--- src/rtl/fetch_pkg.sv ---
// rtl/fetch_pkg.sv - shared types and constants for the instruction-fetch stage
package fetch_pkg;

  localparam int          FETCH_PC_W     = 64;
  localparam logic [63:0] FETCH_PC_RESET = 64'h0000_0000_8000_0000;
  localparam logic [31:0] NOP_INSTR      = 32'h0000_0013;

  typedef struct packed {
    logic                  valid;
    logic [FETCH_PC_W-1:0] pc;
    logic [31:0]           instr;
    logic                  exc;
  } fetch_data_t;

  typedef enum logic [1:0] {
    S_FETCH = 2'd0,
    S_FULL  = 2'd1,
    S_DROP  = 2'd2,
    S_TRAP  = 2'd3
  } fetch_state_t;

endpackage

--- src/rtl/fetch_if.sv ---
// rtl/fetch_if.sv - instruction bus, redirect and decode-side signals of the fetch stage
interface fetch_if
  import fetch_pkg::*;
#(
  parameter int PC_W = FETCH_PC_W
);
  logic            ireq_valid;
  logic [PC_W-1:0] ireq_addr;
  logic            iresp_data_ok;
  logic [31:0]     iresp_data;
  logic            redirect_valid;
  logic [PC_W-1:0] redirect_pc;
  logic            f_valid;
  logic [PC_W-1:0] f_pc;
  logic [31:0]     f_instr;
  logic            f_exc;
  logic            d_ready;

  modport master (
    output ireq_valid, ireq_addr, f_valid, f_pc, f_instr, f_exc,
    input  iresp_data_ok, iresp_data, redirect_valid, redirect_pc, d_ready
  );

  modport slave (
    input  ireq_valid, ireq_addr, f_valid, f_pc, f_instr, f_exc,
    output iresp_data_ok, iresp_data, redirect_valid, redirect_pc, d_ready
  );
endinterface

--- src/rtl/fetch_skid.sv ---
// rtl/fetch_skid.sv - one-entry holding buffer for a word fetched while decode stalls
module fetch_skid
  import fetch_pkg::*;
(
  input  logic        clk,
  input  logic        reset,
  input  logic        load,
  input  logic        unload,
  input  logic        clear,
  input  fetch_data_t load_data,
  output logic        full,
  output fetch_data_t data
);

  // clear wins over load so a redirect in the same cycle never leaves a stale entry
  always_ff @(posedge clk) begin
    if (reset || clear) begin
      full <= 1'b0;
      data <= '0;
    end else if (load) begin
      full <= 1'b1;
      data <= load_data;
    end else if (unload) begin
      full <= 1'b0;
    end
  end

endmodule

--- src/rtl/fetch.sv ---
// rtl/fetch.sv - instruction-fetch stage: PC, bus handshake, output register and redirects
// Optional misaligned-PC trap enabled by defining FETCH_MISALIGN_EN.
module fetch
  import fetch_pkg::*;
#(
  parameter int              PC_W     = FETCH_PC_W,
  parameter logic [PC_W-1:0] PC_RESET = PC_W'(FETCH_PC_RESET)
) (
  input  logic    clk,
  input  logic    reset,
  fetch_if.master bus
);

  fetch_state_t    state;
  logic [PC_W-1:0] pc;
  logic [PC_W-1:0] target;
  fetch_data_t     out_q;
  fetch_data_t     skid_data;
  fetch_data_t     fetched;
  logic            skid_full;
  logic            skid_load;
  logic            skid_unload;
  logic            can_load;
  logic            misaligned;

`ifdef FETCH_MISALIGN_EN
  assign misaligned = (state == S_FETCH) && (pc[1:0] != 2'b00);
`else
  assign misaligned = 1'b0;
`endif

  assign can_load = !out_q.valid || bus.d_ready;
  assign fetched  = '{valid: 1'b1, pc: FETCH_PC_W'(pc), instr: bus.iresp_data, exc: 1'b0};

  assign bus.ireq_valid = (((state == S_FETCH) && !misaligned) || (state == S_DROP)) && !reset;
  assign bus.ireq_addr  = pc;
  assign bus.f_valid    = out_q.valid;
  assign bus.f_pc       = PC_W'(out_q.pc);
  assign bus.f_instr    = out_q.instr;
  assign bus.f_exc      = out_q.exc;

  assign skid_load   = (state == S_FETCH) && !misaligned && bus.iresp_data_ok &&
                       !can_load && !bus.redirect_valid;
  assign skid_unload = (state == S_FULL) && bus.d_ready && !bus.redirect_valid;

  fetch_skid u_skid (
    .clk       (clk),
    .reset     (reset),
    .load      (skid_load),
    .unload    (skid_unload),
    .clear     (bus.redirect_valid),
    .load_data (fetched),
    .full      (skid_full),
    .data      (skid_data)
  );

  always_ff @(posedge clk) begin
    if (reset) begin
      state  <= S_FETCH;
      pc     <= PC_RESET;
      target <= '0;
      out_q  <= '0;
    end else if (bus.redirect_valid) begin
      // redirect squashes the output and overrides any decode handshake this cycle
      out_q.valid <= 1'b0;
      case (state)
        S_FETCH: begin
          if (bus.iresp_data_ok || misaligned) begin
            pc <= bus.redirect_pc;
          end else begin
            target <= bus.redirect_pc;
            state  <= S_DROP;
          end
        end
        S_DROP: begin
          if (bus.iresp_data_ok) begin
            pc    <= bus.redirect_pc;
            state <= S_FETCH;
          end else begin
            target <= bus.redirect_pc;
          end
        end
        default: begin
          pc    <= bus.redirect_pc;
          state <= S_FETCH;
        end
      endcase
    end else begin
      case (state)
        S_FETCH: begin
          if (misaligned) begin
            if (can_load) begin
              out_q <= '{valid: 1'b1, pc: FETCH_PC_W'(pc), instr: NOP_INSTR, exc: 1'b1};
              state <= S_TRAP;
            end
          end else if (bus.iresp_data_ok) begin
            pc <= pc + PC_W'(4);
            if (can_load) begin
              out_q <= fetched;
            end else begin
              state <= S_FULL;
            end
          end else if (bus.d_ready) begin
            out_q.valid <= 1'b0;
          end
        end
        S_FULL: begin
          if (bus.d_ready && skid_full) begin
            out_q <= skid_data;
            state <= S_FETCH;
          end
        end
        S_DROP: begin
          // stale response: throw the word away and restart at the latched target
          if (bus.iresp_data_ok) begin
            pc    <= target;
            state <= S_FETCH;
          end
        end
        S_TRAP: begin
          if (bus.d_ready) begin
            out_q.valid <= 1'b0;
          end
        end
        default: state <= S_FETCH;
      endcase
    end
  end

endmodule

--- src/flat_wrapper.sv ---
// flat-port wrapper written by rule: the top's interface ports become plain ports
module fetch_flat import fetch_pkg::*;
#(
  parameter int              PC_W     = FETCH_PC_W,
  parameter logic [PC_W-1:0] PC_RESET = PC_W'(FETCH_PC_RESET)
)
  (clk, reset, bus_ireq_valid, bus_ireq_addr, bus_f_valid, bus_f_pc, bus_f_instr, bus_f_exc, bus_iresp_data_ok, bus_iresp_data, bus_redirect_valid, bus_redirect_pc, bus_d_ready);
  fetch_if #(.PC_W(PC_W)) bus_i ();
  input  logic clk;
  input  logic reset;
  output wire logic [$bits(bus_i.ireq_valid)-1:0] bus_ireq_valid;
  output wire logic [$bits(bus_i.ireq_addr)-1:0] bus_ireq_addr;
  output wire logic [$bits(bus_i.f_valid)-1:0] bus_f_valid;
  output wire logic [$bits(bus_i.f_pc)-1:0] bus_f_pc;
  output wire logic [$bits(bus_i.f_instr)-1:0] bus_f_instr;
  output wire logic [$bits(bus_i.f_exc)-1:0] bus_f_exc;
  input wire logic [$bits(bus_i.iresp_data_ok)-1:0] bus_iresp_data_ok;
  input wire logic [$bits(bus_i.iresp_data)-1:0] bus_iresp_data;
  input wire logic [$bits(bus_i.redirect_valid)-1:0] bus_redirect_valid;
  input wire logic [$bits(bus_i.redirect_pc)-1:0] bus_redirect_pc;
  input wire logic [$bits(bus_i.d_ready)-1:0] bus_d_ready;
  assign bus_ireq_valid = bus_i.ireq_valid;
  assign bus_ireq_addr = bus_i.ireq_addr;
  assign bus_f_valid = bus_i.f_valid;
  assign bus_f_pc = bus_i.f_pc;
  assign bus_f_instr = bus_i.f_instr;
  assign bus_f_exc = bus_i.f_exc;
  assign bus_i.iresp_data_ok = bus_iresp_data_ok;
  assign bus_i.iresp_data = bus_iresp_data;
  assign bus_i.redirect_valid = bus_redirect_valid;
  assign bus_i.redirect_pc = bus_redirect_pc;
  assign bus_i.d_ready = bus_d_ready;
  fetch #(.PC_W(PC_W), .PC_RESET(PC_RESET)) u_core (.clk(clk), .reset(reset), .bus(bus_i));
endmodule
--- config.mk ---
export PLATFORM = sky130hd
export DESIGN_NAME = fetch_flat
export DESIGN_NICKNAME = d
export VERILOG_FILES = /design/src/rtl/fetch_pkg.sv /design/src/rtl/fetch_if.sv /design/src/rtl/fetch_skid.sv /design/src/rtl/fetch.sv /design/src/flat_wrapper.sv
export SDC_FILE = /design/constraint.sdc
export NUM_CORES = 1
export LEC_CHECK = 0
export BUFFER_PORTS_ARGS = -buffer_cell sky130_fd_sc_hd__buf_2
export CORE_UTILIZATION = 25
export CTS_BUF_LIST = sky130_fd_sc_hd__clkbuf_16
export DETAILED_ROUTE_END_ITERATION = 12
export PLACE_DENSITY_LB_ADDON = 0.12
export SLEW_MARGIN = 30
export SYNTH_ARGS = -nofsm -noshare
export SYNTH_HDL_FRONTEND = slang
export SYNTH_SLANG_ARGS = --single-unit
--- constraint.sdc ---
create_clock -name clk -period 3.2 [get_ports clk]
set_clock_uncertainty 0.2 [all_clocks]
set_input_delay 0.32 -clock clk [delete_from_list [all_inputs] [get_ports clk]]
set_output_delay 0.32 -clock clk [all_outputs]
set_load 0.005 [all_outputs]
==> flow_summary_export.csv <==
group,metric,value,unit
clock_network,htree_levels,2,
worst_setup_path,worstSetupStartpointType,"register",
clock_network,cts_setup_buffers,0,
synth,ys_types,71,
placed_design,io_buffers,262,
synth,synth-compound-area-share,21.1,%
clock_network,cts_buffers,41,
synth,synth_nets,2089,
routing,routedWlPerCell,19.8,um
layout,num_antenna_cells,0,
power_and_ir_drop,power.density,565,nW/um2
power_and_ir_drop,p_leak,7.40,nW
floorplanning,core,60600,um2
floorplanning,die_area,62500,um2
floorplanning,die_y,250,um
worst_hold_path,whs_path_depth,3,
worst_setup_path,end_kind,"register",
timing,fmax,0.348,GHz
timing,hold_viol,0,
synth,synthAdderAreaFrac,0.489,%
synth,synth.avg_cell_area,7.75,um2
routing,wl,61.3,mm
clock_network,path_clk_slew,60,ps
worst_setup_path,criticalPathCategory,"reg -> reg",
global_route,grt_pass1_vias,14000,
synth,synth_simple_gate_area_share,22.4,%
routing,vias,15200,
synth,syn_area,15400,um2
layout,fin_nets,2387,
clock_network,cts_tree,"done",
clock_network,cts_buffer_depth,3,
synth,synth_edf_count,0,
synth,synth.mux.area_fraction,7.33,%
timing,tightest_slew,812,ps
routing,drtIter0Drc,1225,
layout,drive_above_1_share,18.5,%
routing,ant_nets,0,
layout,syn_to_final_growth,31.1,%
routing,wl_met1,31.0,mm
routing,met3WireLength,3.37,mm
global_route,grt_max_degree,106,
worst_setup_path,critical_path.max_stage_delay,470,ps
synth,yosysWarnings,0,
worst_setup_path,cp.arrival,3180,ps
synth,ys_seq_area_share,42.3,%
worst_setup_path,crit_cells,9,
timing,min_period_over_period,89.8,%
clock_network,clock-sinks,325,
worst_setup_path,cp_num_buf_inv,2,
routing,via_per_inst,4.91,
synth,synthTopCellsByArea,"dfxtp_1 (42%), nand2_1 (10%), a21oi_1 (8.1%), mux2i_1 (7.0%), a211oi_1 (5.8%)",
run_status,outcome,"complete, no violations",
clock_network,root_buffer,"clkbuf_16",
routing,wl_met2,25.7,mm
worst_setup_path,reg2regPathDepth,9,
worst_hold_path,hold_path_class,"in -> reg",
routing,drc,0,
synth,synth_top_family_by_area,"simple AND/OR/NAND/NOR gates",
placed_design,gp_congestion,0.889,
floorplanning,start_util,25.4,%
synth,synthCells,1982,
power_and_ir_drop,peakVddDrop,0.000290,V
timing,tns,0,ps
timing,period_needed,2870,ps
placed_design,dpl.hpwl,41.8,mm
worst_setup_path,required,3500,ps
timing,drv_slew,0,
global_route,track_usage,19.1,%
synth,ys_seq_elements,325,
floorplanning,dieWidth,250,um
run,drv_cap,0,
layout,final_common_cell,"nand2_1",
routing,drtPass1Iterations,5,
worst_setup_path,worstPathMaxFanout,13,
layout,fillers,6457,
synth,yosys.area.top_type,"dfxtp_1",
synth,synth_top_area_share,42.3,%
floorplanning,row_count,90,
timing,setup_viol,0,
global_route,antenna_found_initial,2,
worst_setup_path,path_delay_family,"multiplexers",
worst_setup_path,crit_path_frequent_cell,"nor2_1",
worst_setup_path,slowest_stage,"mux2_2",
floorplanning,pin_count,264,
timing,layout_setup_ws,328,ps
timing,rsz0062_at_grt,"no",
synth,synth_xor_area_share,0.969,%
placed_design,dp_slack,315,ps
clock_network,clock_latency,560,ps
global_route,globalRoute.totalOverflow,0,
synth,postSynth.asyncResetShare,0,%
routing,dr.max_layer_used,"met5",
layout,final_util,33.3,%
global_route,grt_pass1_wl,91.9,mm
synth,ys.flop_type,"dfxtp_1",
timing,slew-limit-headroom,45.8,%
layout,final_cell_mix,"nand2_1 (417), dfxtp_1 (325), buf_2 (260)",
worst_setup_path,worstPathCellList,"inv_1, ha_1, nor2_1, buf_4, mux2_2, nand2_1, o221ai_1, mux2_1, nor2_1",
-- cells in the mapped netlist (all sizes together), types with 12 or more instances --
cell type  instances
nor2             183
a31oi             14
a21oi            249
nor3              18
and3              19
a211oi           118
o21ai             80
nand3             26
dfxtp            325
nor4              19
clkbuf           153
xnor2             12
nand4             28
buf               34
o211ai            14
inv               22
mux2i            108
nand2            418
-- through the flow --
stage	area [um2]	cells	hold slack (ps)	power, mW
after floorplan	15400	1982	226	5.71
final	20200	3090	82.6	11.4
after detailed placement	17800	2921	242	6.69
after global placement	17800	2920	237	6.68
after CTS	20200	3090	37.9	11.6
after global routing	20200	3090	57.9	11.9
-- path summary, 6_finish.rpt --
| check | slack [ps] | from | endpoint |
|---|---|---|---|
| setup / recovery | 330 | u_core.state[0] | u_core.bus.ireq_addr[55] |
| hold / removal | 80 | bus_redirect_valid | u_core.state[0] |
| setup reg to reg | 330 | u_core.state[0] | u_core.bus.ireq_addr[55] |
| hold reg to reg | 250 | u_core.target[43] | u_core.target[43] |
-- worst reg2reg max path, delay by kind of cell (launching register included) --
kind | cells | cell delay, ps
AOI/OAI and AO/OA | 1 | 180
adders and majority gates | 1 | 360
buffers and inverters | 2 | 320
DFF | 1 | 400
muxes | 2 | 780
and+or+nand+nor | 3 | 590
-- kinds of logic after synthesis --
logic type / after synthesis
simple gates: 775
compound gates: 537
flops: 325
buf+inv: 209
mux: 112
xor+xnor: 17
fa+ha+maj: 6
other cells: 1
-- power breakdown --
part,switching [mW],total (mW),internal (mW)
logic,1.26,2.12,0.856
clock network,1.89,4.71,2.82
registers,0.246,4.56,4.32
total,3.40,11.4,7.99
-- final cells by class --
| cell class | instances | area [um2] | share of cell area, % |
|---|---|---|---|
| clock inverters | 28 | 259 | 1.29 |
| clock buffers | 43 | 1080 | 5.34 |
| flip-flops and latches | 325 | 6510 | 32.3 |
| multi-input cells | 1448 | 8110 | 40.3 |
| inverters | 22 | 82.6 | 0.410 |
| repair buffers | 442 | 3140 | 15.6 |
| well taps | 782 | 978 | 4.86 |
-- sequential cells by signal, indices dropped and copies added (netlist names) --
name	count
u_core.state	2
u_core.u_skid.full	1
u_core.bus.ireq_addr	64
u_core.bus.f_valid	1
u_core.target	64
u_core.bus.f_instr	32
u_core.bus.f_pc	64
u_core.u_skid.data	97
-- layer usage --
metal	track usage (%)	up-vias
li1	-	7539
met1	28.0	7114
met2	28.1	441
met3	3.73	79
met4	4.86	2
met5	0	-
-- repair_timing --
action	in CTS	in global routing
setup endpoints to repair	0	0
hold buffers	98	0
gates resized for setup	0	0
hold endpoints to repair	168	0
(Power assumes the default switching activity.)
